==> config.mk <==
export PLATFORM = sky130hd
export DESIGN_NAME = oled_pixel_streamer
export DESIGN_NICKNAME = d
export VERILOG_FILES = /design/src/rtl/oled_pixel_streamer.sv
export SDC_FILE = /design/constraint.sdc
export NUM_CORES = 1
export LEC_CHECK = 0
export CAP_MARGIN = 5
export CORE_AREA = 3 3 69 119
export CTS_CLUSTER_SIZE = 16
export DETAILED_ROUTE_END_ITERATION = 16
export DIE_AREA = 0 0 72 122
export MAX_ROUTING_LAYER = met4
export PLACE_DENSITY = 0.7
export SETUP_SLACK_MARGIN = 0.3
export SLEW_MARGIN = 20
export SYNTH_ARGS = -nofsm -noshare
export SYNTH_HDL_FRONTEND = slang
export SYNTH_SLANG_ARGS = --single-unit
==> constraint.sdc <==
create_clock -name clock -period 2.2 [get_ports clock]
set_input_delay 0.44 -clock clock [delete_from_list [all_inputs] [get_ports clock]]
set_output_delay 0.44 -clock clock [all_outputs]
set_load 0.05 [all_outputs]
==> src/rtl/oled_pixel_streamer.sv <==
// SSD1331 PmodOLED driver: power/reset/config sequencing followed by continuous
// RGB565 frame streaming over a 4-wire SPI link (mode 3, MSB first).
module oled_pixel_streamer #(
  parameter int unsigned CLK_DIV      = 4,
  parameter int unsigned RESET_CYCLES = 100,
  parameter int unsigned PIXEL_LAT    = 2
) (
  input  logic        clock,
  input  logic        reset,
  input  logic [15:0] pixel_data,
  output logic [12:0] pixel_index,
  output logic        frame_begin,
  output logic        sending_pixels,
  output logic        cs,
  output logic        sclk,
  output logic        sdin,
  output logic        d_cn,
  output logic        resn,
  output logic        vccen,
  output logic        pmoden
);

  localparam int unsigned WAIT_MAX   = (RESET_CYCLES > PIXEL_LAT) ? RESET_CYCLES : PIXEL_LAT;
  localparam int unsigned CW         = $clog2(WAIT_MAX + 1);
  localparam int unsigned DW         = $clog2(CLK_DIV + 1);
  localparam int unsigned LAST_PIXEL = 6143;
  localparam int unsigned INIT_BYTES = 9;

  typedef enum logic [3:0] {
    POWER_UP, RES_LOW, RES_WAIT, INIT_CMD, VCC_WAIT, DISP_ON, PIX_FETCH, PIX_HI, PIX_LO
  } state_t;

  state_t        state, state_n;
  logic [CW-1:0] wait_cnt, wait_cnt_n;
  logic [3:0]    cmd_idx, cmd_idx_n;
  logic [7:0]    lo_byte, lo_byte_n;
  logic          active, active_n;
  logic [4:0]    phase, phase_n;
  logic [DW-1:0] div_cnt, div_cnt_n;
  logic [7:0]    shreg, shreg_n;
  logic [12:0]   pixel_index_n;
  logic          frame_begin_n, sending_pixels_n;
  logic          cs_n, sclk_n, sdin_n, d_cn_n, resn_n, vccen_n, pmoden_n;
  logic          start_c, byte_done_c;
  logic [7:0]    start_byte_c;

  // Panel configuration: display off, remap/colour depth, column and row windows.
  function automatic logic [7:0] init_rom(input logic [3:0] idx);
    case (idx)
      4'd0:    init_rom = 8'hAE;
      4'd1:    init_rom = 8'hA0;
      4'd2:    init_rom = 8'h72;
      4'd3:    init_rom = 8'h15;
      4'd4:    init_rom = 8'h00;
      4'd5:    init_rom = 8'h5F;
      4'd6:    init_rom = 8'h75;
      4'd7:    init_rom = 8'h00;
      4'd8:    init_rom = 8'h3F;
      default: init_rom = 8'h00;
    endcase
  endfunction

  assign byte_done_c = active && (phase == 5'd16) && (div_cnt == DW'(CLK_DIV - 1));

  always_ff @(posedge clock or posedge reset) begin
    if (reset) begin
      state          <= POWER_UP;
      wait_cnt       <= '0;
      cmd_idx        <= '0;
      lo_byte        <= '0;
      active         <= 1'b0;
      phase          <= '0;
      div_cnt        <= '0;
      shreg          <= '0;
      pixel_index    <= '0;
      frame_begin    <= 1'b0;
      sending_pixels <= 1'b0;
      cs             <= 1'b1;
      sclk           <= 1'b1;
      sdin           <= 1'b0;
      d_cn           <= 1'b0;
      resn           <= 1'b0;
      vccen          <= 1'b0;
      pmoden         <= 1'b0;
    end else begin
      state          <= state_n;
      wait_cnt       <= wait_cnt_n;
      cmd_idx        <= cmd_idx_n;
      lo_byte        <= lo_byte_n;
      active         <= active_n;
      phase          <= phase_n;
      div_cnt        <= div_cnt_n;
      shreg          <= shreg_n;
      pixel_index    <= pixel_index_n;
      frame_begin    <= frame_begin_n;
      sending_pixels <= sending_pixels_n;
      cs             <= cs_n;
      sclk           <= sclk_n;
      sdin           <= sdin_n;
      d_cn           <= d_cn_n;
      resn           <= resn_n;
      vccen          <= vccen_n;
      pmoden         <= pmoden_n;
    end
  end

  always_comb begin
    state_n          = state;
    wait_cnt_n       = wait_cnt;
    cmd_idx_n        = cmd_idx;
    lo_byte_n        = lo_byte;
    active_n         = active;
    phase_n          = phase;
    div_cnt_n        = div_cnt;
    shreg_n          = shreg;
    pixel_index_n    = pixel_index;
    frame_begin_n    = 1'b0;
    sending_pixels_n = sending_pixels;
    cs_n             = cs;
    sclk_n           = sclk;
    sdin_n           = sdin;
    d_cn_n           = d_cn;
    resn_n           = resn;
    vccen_n          = vccen;
    pmoden_n         = 1'b1;
    start_c          = 1'b0;
    start_byte_c     = 8'h00;

    case (state)
      // First clock raises pmoden, then RESET_CYCLES of settling.
      POWER_UP: begin
        resn_n = 1'b0;
        if (wait_cnt == CW'(RESET_CYCLES)) begin
          state_n    = RES_LOW;
          wait_cnt_n = '0;
        end else wait_cnt_n = wait_cnt + CW'(1);
      end
      RES_LOW: begin
        resn_n = 1'b0;
        if (wait_cnt == CW'(RESET_CYCLES - 1)) begin
          state_n    = RES_WAIT;
          resn_n     = 1'b1;
          wait_cnt_n = '0;
        end else wait_cnt_n = wait_cnt + CW'(1);
      end
      RES_WAIT: begin
        if (wait_cnt == CW'(RESET_CYCLES - 1)) begin
          state_n      = INIT_CMD;
          wait_cnt_n   = '0;
          start_c      = 1'b1;
          start_byte_c = init_rom(4'd0);
          cmd_idx_n    = 4'd1;
        end else wait_cnt_n = wait_cnt + CW'(1);
      end
      INIT_CMD: begin
        if (byte_done_c) begin
          if (cmd_idx == 4'(INIT_BYTES)) begin
            state_n = VCC_WAIT;
            vccen_n = 1'b1;
          end else begin
            start_c      = 1'b1;
            start_byte_c = init_rom(cmd_idx);
            cmd_idx_n    = cmd_idx + 4'd1;
          end
        end
      end
      VCC_WAIT: begin
        if (wait_cnt == CW'(RESET_CYCLES - 1)) begin
          state_n      = DISP_ON;
          wait_cnt_n   = '0;
          start_c      = 1'b1;
          start_byte_c = 8'hAF;
        end else wait_cnt_n = wait_cnt + CW'(1);
      end
      // d_cn goes high here, at least PIXEL_LAT cycles before the first pixel cs fall.
      DISP_ON: begin
        if (byte_done_c) begin
          state_n          = PIX_FETCH;
          sending_pixels_n = 1'b1;
          d_cn_n           = 1'b1;
          wait_cnt_n       = '0;
        end
      end
      PIX_FETCH: begin
        if (wait_cnt == CW'(PIXEL_LAT - 1)) begin
          state_n      = PIX_HI;
          wait_cnt_n   = '0;
          start_c      = 1'b1;
          start_byte_c = pixel_data[15:8];
          lo_byte_n    = pixel_data[7:0];
        end else wait_cnt_n = wait_cnt + CW'(1);
      end
      PIX_HI: begin
        if (byte_done_c) begin
          state_n      = PIX_LO;
          start_c      = 1'b1;
          start_byte_c = lo_byte;
        end
      end
      PIX_LO: begin
        if (byte_done_c) begin
          state_n    = PIX_FETCH;
          wait_cnt_n = '0;
          if (pixel_index == 13'(LAST_PIXEL)) begin
            pixel_index_n = '0;
            frame_begin_n = 1'b1;
          end else pixel_index_n = pixel_index + 13'd1;
        end
      end
      default: state_n = POWER_UP;
    endcase

    // Byte shifter: phases 0..15 alternate sclk low/high, phase 16 is the cs-high gap.
    if (start_c) begin
      active_n  = 1'b1;
      phase_n   = '0;
      div_cnt_n = '0;
      shreg_n   = start_byte_c;
      sdin_n    = start_byte_c[7];
      cs_n      = 1'b0;
      sclk_n    = 1'b0;
    end else if (active) begin
      if (div_cnt == DW'(CLK_DIV - 1)) begin
        div_cnt_n = '0;
        if (phase == 5'd16) begin
          active_n = 1'b0;
        end else begin
          phase_n = phase + 5'd1;
          if (phase == 5'd15) begin
            cs_n   = 1'b1;
            sclk_n = 1'b1;
          end else if (!phase[0]) begin
            sclk_n = 1'b1;
          end else begin
            sclk_n  = 1'b0;
            sdin_n  = shreg[6];
            shreg_n = {shreg[6:0], 1'b0};
          end
        end
      end else div_cnt_n = div_cnt + DW'(1);
    end
  end

endmodule

## Word level (Yosys, flattened, before mapping)

Memory sizes are Yosys's and may differ from the RTL's.
Index checks and enable logic that the tools add are counted.

| storage, ports and cells | value |
|---|---|
| logic and storage cells | 145 |
| bits in read-only memories | 128 |
| output and inout bits | 22 |
| input port bits | 18 |
| latch bits | 0 |
| bits in registers | 60 |
| RAM bits | 0 |
| memories kept | 1 |

Memories:

| name | depth | width | rd ports | clocked after Yosys merged registers in | wr ports | RTL line | RTL |
|---|---|---|---|---|---|---|---|
| (name not given) | 16 | 8 | 1 | 0 | 0 | 49 | `case (idx)` |

| cells by class | value |
|---|---|
| multiplexer cells | 71 |
| $add $sub $neg | 5 |
| $lt $le $gt $ge | 0 |
| bitwise logic cells | 0 |
| $mul | 0 |
| equal/unequal tests | 28 |
| shift-type cells | 0 |
| divide/modulo/power cells | 0 |
| reductions and logical operators | 23 |

Operators by type and width:

| operator | count |
|---|---|
| 7-bit two-way mux | 10 |
| 4-bit two-way mux | 12 |
| 8-bit two-way mux | 6 |
| 8-bit one-hot mux with 5 select lines | 1 |
| 4-bit one-hot mux with 8 select lines | 1 |
| 1-bit two-way mux | 29 |
| 7-bit one-hot mux with 4 select lines | 1 |
| 2-bit inequality test (second input constant) | 11 |
| 5-bit two-way mux | 4 |
| 4-bit by 3-bit == test with 1-bit output (second input constant) | 4 |
| 7-bit == test (second input constant) | 2 |
| 13-bit by 1-bit adder with 13-bit output (second input constant) | 1 |
| 13-bit == test (second input constant) | 1 |
| 13-bit two-way mux | 1 |
| 2-bit nonzero test | 6 |
| 3-bit two-way mux | 3 |
| 9-bit AND reduction | 1 |
| 4-bit by 2-bit == test with 1-bit output (second input constant) | 2 |
| 4-bit == test (second input constant) | 2 |
| 4-bit one-hot mux with 2 select lines | 1 |
| 2-bit AND reduction | 4 |
| 4-bit AND reduction | 2 |
| 7-bit by 1-bit adder with 7-bit output (second input constant) | 1 |
| 7-bit by 1-bit == test with 1-bit output (second input constant) | 1 |
| other kinds (17) | 20 |

## Logic depth before layout (Yosys ltp)

Gate-level depths: netlist of the first run.

| logic depth | value |
|---|---|
| word-level depth | 7 |
| gate-level depth with buffers | 9 |
| mapped depth without buffers | 7 |

## Worst setup path before layout of the first run

No wires, ideal clock.

| timing path | value |
|---|---|
| kind | reg2reg |
| start | reg phase[0] |
| end | reg shreg[6] |
| clock period less this slack | 2063 ps |
| setup time | 132 ps |
| cell stages (with the launch flop) | 9 |
| arrival | 1931 ps |
| setup slack | 137 ps |
| path buffers | 1 |
| data required time | 2068 ps |
| path through | dfrtp_1 inv_1 ha_1 nand4bb_1 nor3_2 or4_4 buf_6 a211oi_2 a21oi_1 |

| between the ends | value |
|---|---|
| word-level cells in the longest chain between the ends | 7 |
| elaborated cells between the ends (all ways) | 17 |
| those cells by class | eq/ne: 4; mux: 7; reduce/logical: 6 |

Ends and longest elaborated chain:

| what | RTL line | RTL |
|---|---|---|
| start: declaration | 38 | `logic [4:0] phase, phase_n;` |
| start signal: assignment | 91 | `phase <= phase_n;` |
| 5-bit == test | 63, 225 |  |
| 1-bit logical AND (2 in a row) | 63 | `assign byte_done_c = active && (phase == 5'd16) && (div_cnt == DW'(CLK_DIV - 1));` |
| 1-bit two-way mux (on tied branches) | 194, 156 |  |
| 1-bit one-hot mux with 4 select lines | 129 | `case (state)` |
| 2-bit inequality test (no line) or 2-bit nonzero test (tied branches) | n/a |  |
| 5-bit AND reduction (no line) | n/a |  |
| end signal: assignment | 93 | `shreg <= shreg_n;` |
| end: declaration | 40 | `logic [7:0] shreg, shreg_n;` |

Parallel ways exist; a longest one is shown, timed or not.
A chain may end at the register's enable or synchronous reset.

## Final worst setup path of the first run

| timing path | value |
|---|---|
| start | reg phase[0] |
| end | reg state[3] |

| between the ends | value |
|---|---|
| word-level cells in the longest chain between the ends | 5 |
| elaborated cells between the ends (all ways) | 7 |
| those cells by class | eq/ne: 4; reduce/logical: 3 |

Ends and longest elaborated chain:

| what | RTL line | RTL |
|---|---|---|
| 5-bit == test (*) | 63 |  |
| 1-bit logical AND (*) (2 in a row) | 63 |  |
| 2-bit inequality test (no line) or 2-bit by 1-bit inequality test with 1-bit output (tied branches) | n/a |  |
| 9-bit AND reduction (no line) (*) | n/a |  |
| end signal: assignment | 86 | `state <= state_n;` |
| end: declaration | 33 | `state_t state, state_n;` |

Mark *: on every way between the ends. The rest lies on a longest branch, timed or not.

==> results of run 1 <==
==> worst paths after layout <==
check	start	to	slack, ps	cells past startpoint
min in group asynchronous	reset	pixel_index[4]$_DFFE_PP0P_	510	3
min reg2reg	vccen$_DFFE_PP0P_	vccen$_DFFE_PP0P_	470	1
max reg2reg	phase[0]$_DFFE_PP0P_	state[3]$_DFFE_PP0P_	120	8
max	phase[0]$_DFFE_PP0P_	state[3]$_DFFE_PP0P_	120	8
max in group asynchronous	reset	cmd_idx[0]$_DFFE_PP0P_	1360	3
min	vccen$_DFFE_PP0P_	vccen$_DFFE_PP0P_	470	1
==> cells in the final DEF, fill, tap and decap left out, types with 5 or more instances in the layout <==
| master | Yosys | routed |
|---|---|---|
| xnor2_1 | 10 | 10 |
| nor2b_1 | 8 | 6 |
| nor2_1 | 26 | 20 |
| a21oi_1 | 17 | 12 |
| dlygate4sd2_1 | 0 | 21 |
| clkbuf_16 | 0 | 9 |
| o21ai_2 | 0 | 6 |
| nor2_4 | 0 | 7 |
| o21ai_0 | 19 | 12 |
| buf_6 | 1 | 15 |
| inv_1 | 15 | 10 |
| ha_4 | 0 | 7 |
| nand2_1 | 31 | 29 |
| mux2i_1 | 13 | 11 |
| dfrtp_2 | 0 | 11 |
| clkdlybuf4s50_1 | 0 | 17 |
| nand2b_1 | 7 | 6 |
| a221o_1 | 7 | 7 |
| buf_4 | 2 | 49 |
| o21ai_1 | 5 | 5 |
| dfrtp_1 | 58 | 47 |
| mux2_2 | 9 | 9 |
| nand3_1 | 10 | 9 |
| nand4_1 | 5 | 5 |
| a211oi_2 | 4 | 6 |
| nor3_1 | 9 | 6 |
==> logic make-up (layout without fill, tap and decap cells) <==
logic type | count (synthesis) | in the layout | synth area share [%]
and+or+nand+nor | 137 | 137 | 22.61
AOI/OAI and AO/OA | 86 | 86 | 16.93
DFF | 60 | 60 | 41.87
buffers and inverters | 34 | 137 | 4.388
muxes | 23 | 23 | 6.757
xor gates and xnor gates | 13 | 13 | 3.170
adders and majority gates | 12 | 12 | 4.180
other | 1 | 1 | 0.1044
==> routing by layer <==
layer / global-route usage [%] / up-vias
met4: 13.88 / 0
met1: 24.68 / 1644
li1: - / 1533
met5: - / -
met2: 41.76 / 104
met3: 4.955 / 38
==> area by class of cell <==
type | count | share of cell area (%)
Inverter | 15 | 1.119
Timing Repair Buffer | 106 | 18.00
Clock buffer | 13 | 5.224
Sequential cell | 60 | 28.29
Tap cell | 86 | 2.006
Multi-Input combinational cell | 272 | 43.68
Clock inverter | 3 | 1.679
==> repair_timing <==
item / in CTS / in global routing
buffers inserted: 20 / 18
gates resized for setup: 75 / 58
pin swaps: 15 / 25
gates cloned: 2 / 0
hold buffers: 0 / 0
endpoints found under the setup margin: 70 / 52
==> through the flow <==
stage                     total power, mW  util [%]  area (sq um)  cells
after detailed placement            1.192     58.20          4269    499
after global placement              1.191     58.20          4269    499
after global routing                2.978     73.14          5365    555
after CTS                           2.917     68.11          4996    537
after floorplan                     1.145         -          3670    366
final                               2.911     73.14          5365    555
==> power groups by stage <==
| stage | Clock, mW | Sequential (mW) | Combinational, mW |
|---|---|---|---|
| CTS | 1.74 | 1.11 | 0.0674 |
| finish | 1.74 | 1.11 | 0.0648 |
| global placement | 0 | 1.12 | 0.0658 |
| floorplan | 0 | 1.13 | 0.0167 |
| detailed placement | 0 | 1.12 | 0.0671 |
| global route | 1.80 | 1.11 | 0.0712 |
==> sequential cells by signal, summed over array words and instances (netlist names), 3 cells and up <==
name / flops
wait_cnt: 7
cmd_idx: 4
shreg: 7
phase: 5
div_cnt: 3
pixel_index: 13
lo_byte: 8
state: 4
==> results_dict.tcl, run 1 <==
set metrics [dict create \
    rsz0062_at_grt "yes" \
    clkTransAtPathRegs_ps 50 \
    port_buffers 39 \
    synthTopCellsByArea "dfrtp_1, ha_1, mux2i_1" \
    tns_ps 0 \
    fp.dieW_um 72 \
    switching_power_uw 542.8 \
    seqCellArea_sq_um 1518 \
    rows 41 \
    combPwrFrac_pct 2.2 \
    swShare_pct 18.65 \
    seqPwrFrac_pct 38.0 \
    synthMostInstantiatedCell "dfrtp_1" \
    synth_seq_area_share_pct 41.87 \
    core_area_sq_um 7336 \
    vias 3319 \
    peakVddDrop_v 0.0003560 \
    end_kind "flop" \
    cp_slowest_stage_delay_ps 410 \
    antenna_found_initial 0 \
    cts_sinks 60 \
    synthTopCellsByCount "dfrtp_1, nand2_1, nor2_1, o21ai_0, a21oi_1" \
    finalHoldViolCount 0 \
    met1_length_mm 3.729 \
    cts_tree "built" \
    outcome "completed" \
    io_pins 40 \
    antennaDiodeCount 0 \
    cp_top_family "compound AO/OA/AOI/OAI gates" \
    cp_max_fo 6 \
    period_share_pct 94.55 \
    synth_flop_cell "dfrtp_1" \
    place_ws_ps 57.45 \
    worstPathCellList "inv_2 > ha_4 > and4bb_4 > nand2_4 > a32o_2 > a211oi_2 > buf_4 > mux2i_1" \
    remaining_drc_errors 0 \
    powerDensity_nw_per_um2 542.6 \
    async_flop_share_pct 100.0 \
    dieHeight_um 122 \
    max_freq_ghz 0.4808 \
    ant_nets 0 \
    multi_input_area_sq_um 2344 \
    ys_warn_count 0 \
    worstSkewPairLatency_ps 340 \
    synth_edf_count 0 \
    grt_pass1_wl_mm 15.93 \
    met3WireLength_um 358 \
    syn-cell-area_sq_um 3592 \
    fin_ws_ps 119.9 \
    synth_area_per_cell_sq_um 9.815 \
    numCtsBuffers 9 \
    first_iter_violations 177 \
    min_period_ps 2080 \
    grt_max_degree 38 \
    required_ps 2440 \
    synth_top_cell_by_area "dfrtp_1" \
    via_per_inst 5.980 \
    crit_path_start_kind "flop" \
    worst_path_max_delay_cell "dfrtp_1" \
    intPower_mw 2.368 \
    post-dp-hpwl_mm 6.367 \
    fin_skew_ps 7.002 \
    maxCapViolCount 0 \
    start_util_pct 48.97 \
    root_buffer "clkbuf_16" \
    top_layer "met4" \
    relSlewSlack_pct 66.66 \
    wl_per_cell_um 18.58 \
    fill_cells 488 \
    synth_cell_types 72 \
    cp.arrival_ps 2320 \
    clockPowerShare_pct 59.8 \
    hold_path.class "reg2reg" \
    final-setup-viol-count 0 \
    synth_top_area_share_pct 40.40 \
    p_leak_nw 2.367 \
    cp.buffers_inverters 2 \
    grt_overflow_total 0 \
    drive_above_1_share_pct 39.87 \
    slew_violations 0 \
    path_class "reg2reg" \
    wirelength_mm 10.31 \
    netlist_instances 366 \
    gp_congestion 0.8581 \
    ys_ff_latch 60 \
    grtUsageTotal_pct 24.08 \
    syn_to_final_growth_pct 49.36 \
    met2WireLength_mm 5.780 \
    die_area_sq_um 8784 \
    h-tree-depth 3 \
    clock_path_buffers 2 \
    first_global_vias 3368 \
    worst_slew_pin_slew_ps 499.2 \
    final_nets 494 \
    syn_nets 396 \
    dr.pass1.iters 4 \
    hold_ws_ps 472.2 \
]
(Power assumes the default switching activity.)
==> inputs of run 2 (changes only) <==
--- a/config.mk
+++ b/config.mk
@@ -6,12 +6,14 @@
 export NUM_CORES = 1
 export LEC_CHECK = 0
 export CAP_MARGIN = 5
-export CORE_AREA = 3 3 69 119
+export CELL_PAD_IN_SITES_DETAIL_PLACEMENT = 0
+export CELL_PAD_IN_SITES_GLOBAL_PLACEMENT = 1
+export CORE_AREA = 2 2 72 125
 export CTS_CLUSTER_SIZE = 16
 export DETAILED_ROUTE_END_ITERATION = 16
-export DIE_AREA = 0 0 72 122
+export DIE_AREA = 0 0 74 127
 export MAX_ROUTING_LAYER = met4
-export PLACE_DENSITY = 0.7
+export PLACE_DENSITY_LB_ADDON = 0.1
 export SETUP_SLACK_MARGIN = 0.3
 export SLEW_MARGIN = 20
 export SYNTH_ARGS = -nofsm -noshare
==> results_dict.tcl, run 2 (synthesized netlist as in run 1, its figures left out) <==
set metrics [dict create \
    ant_nets 0 \
    path_class "reg2reg" \
    wl_per_cell_um 16.56 \
    cts_tree "built" \
    h-tree-depth 3 \
    cts_sinks 60 \
    layout_common_cells "buf_4, dfrtp_1, nand2_1" \
    p_leak_nw 2.323 \
    power_mw 2.597 \
    period_share_pct 89.70 \
    cts_hold_buf 0 \
    stdcell_count 583 \
    slew_violations 0 \
    place_ws_ps 3.399 \
    fin_skew_ps 6.059 \
    grtUsageTotal_pct 22.47 \
    io_pins 40 \
    min_period_ps 1973 \
    seqPwrFrac_pct 42.6 \
    max_freq_ghz 0.5067 \
    start_util_pct 43.21 \
    rr_worst_depth 7 \
    worst_path_max_delay_cell "dfrtp_1" \
    port_buffers 39 \
    fin_ws_ps 226.5 \
    intPower_mw 2.041 \
    largest_register_ffs 13 \
    cp.arrival_ps 2190 \
    maxCapViolCount 0 \
    peakVddDrop_v 0.0005841 \
    final_nets 493 \
    core_area_sq_um 8313 \
    crit_end "state[0]$_DFFE_PP0P_" \
    die_area_sq_um 9398 \
    powerDensity_nw_per_um2 495.3 \
    top_regs "pixel_index x13, lo_byte x8" \
    r2r_slack_ps 230 \
    drive_above_1_share_pct 37.61 \
    syn_to_final_growth_pct 45.98 \
    top_register "pixel_index" \
    clkTransAtPathRegs_ps 60 \
    dp_cells 531 \
    numCtsBuffers 9 \
    fp.dieW_um 74 \
    remaining_drc_errors 0 \
    post-dp-hpwl_mm 6.526 \
    r2r_end "state[0]$_DFFE_PP0P_" \
    finalHoldViolCount 0 \
    grt_max_degree 61 \
    clock_path_buffers 2 \
    reg2reg_from "phase[0]$_DFFE_PP0P_" \
    critPathLaunch "phase[0]$_DFFE_PP0P_" \
    via_per_inst 5.551 \
    tns_ps 0 \
    grt_overflow_total 0 \
    vias 3236 \
    hold_ws_ps 475.8 \
    cp_slowest_stage_delay_ps 410 \
    dieHeight_um 127 \
    required_ps 2410 \
    crit_path_start_kind "flop" \
    antenna_found_initial 0 \
    gp_congestion 0.8279 \
    final_common_cell "buf_4" \
    first_iter_violations 142 \
    hold_path.class "reg2reg" \
    grt_pass1_wl_mm 15.77 \
    antennaDiodeCount 0 \
    worst_slew_pin_slew_ps 501.8 \
    rows 44 \
    outcome "completed" \
    rsz0062_at_grt "yes" \
    first_global_vias 3254 \
    dr.pass1.iters 4 \
    swShare_pct 21.42 \
    final-setup-viol-count 0 \
    root_buffer "clkbuf_16" \
    worstPathCellList "inv_2 > ha_4 > and4bb_4 > nand2_4 > a32o_2 > a211oi_2 > mux2_1" \
    switching_power_uw 556.2 \
    relSlewSlack_pct 66.49 \
    wirelength_mm 9.652 \
    end_kind "flop" \
    combPwrFrac_pct 2.4 \
    clockPowerShare_pct 55.0 \
    cp_max_fo 4 \
    worstSkewPairLatency_ps 340 \
]
[run 2: cell count changes in the layout (fill, tap and decap cells not counted), moves of 2 or more]
cell / before / now
ha_1: 4 / 6
ha_4: 7 / 4
o21ai_2: 6 / 4
clkinvlp_4: 1 / 3
o21ai_0: 12 / 15
clkbuf_8: 4 / 1
clkinv_2: 0 / 2
bufinv_16: 3 / 1
nand3_2: 0 / 2
buf_6: 15 / 13
[run 2: critical path: cells and delay by family (launching register included)]
family,cells,cell delay [ps]
flip-flops,1,410
AO/OA/AOI/OAI,2,440
buffers and inverters,1,110
multiplexers,1,350
adder cells (fa/ha/maj),1,150
AND/OR/NAND/NOR,2,390
[run 2: worst min path at each step]
stage | cells past startpoint | slack, ps | startpoint | endpoint
finish | 1 | 480 | vccen$_DFFE_PP0P_ | vccen$_DFFE_PP0P_
global route | 1 | 500 | vccen$_DFFE_PP0P_ | vccen$_DFFE_PP0P_
CTS | 1 | 490 | vccen$_DFFE_PP0P_ | vccen$_DFFE_PP0P_
detailed placement | 1 | 470 | vccen$_DFFE_PP0P_ | vccen$_DFFE_PP0P_
global placement | 1 | 470 | vccen$_DFFE_PP0P_ | vccen$_DFFE_PP0P_
floorplan | 1 | 480 | lo_byte[0]$_DFFE_PP0P_ | shreg[0]$_DFFE_PP0P_
[run 2: routing by layer]
layer | vias to the layer above | global-route usage [%] | wire length (um)
met3 | 26 | 3.707 | 315
li1 | 1536 | - | -
met4 | 0 | 10.91 | 352
met2 | 81 | 38.55 | 5407
met5 | - | - | 0
met1 | 1593 | 24.49 | 3577
[run 2: power by group through the flow]
stage          registers, mW  clock network, mW  logic [mW]
2_1_floorplan           1.13                  0      0.0167
5_1_grt                 1.10               1.50      0.0702
6_report                1.11               1.43      0.0621
3_3_place_gp            1.12                  0      0.0641
3_5_place_dp            1.12                  0      0.0650
4_1_cts                 1.11               1.46      0.0648
[run 2: cell type report]
cell class	instances	area, sq um
fill	704	3069
inverter	15	60.06
clock buffer	10	239.0
tap	115	143.9
multi-input combinational	273	2280
timing repair buffer	104	939.7
sequential	60	1518
clock inverter	6	63.81
[run 2: per-stage QoR]
step           utilization [%]  cell area [sq um]
6_report                 63.08               5244
5_1_grt                  63.08               5244
4_1_cts                  59.38               4936
3_5_place_dp             52.21               4340
3_3_place_gp             52.21               4340
2_1_floorplan                -               3670
[run 2: repair_timing]
| item | CTS | global route |
|---|---|---|
| buffers inserted | 21 | 12 |
| pin swaps | 10 | 18 |
| gates resized for setup | 59 | 54 |
| gates cloned | 3 | 0 |
| endpoints found under the setup margin | 60 | 51 |
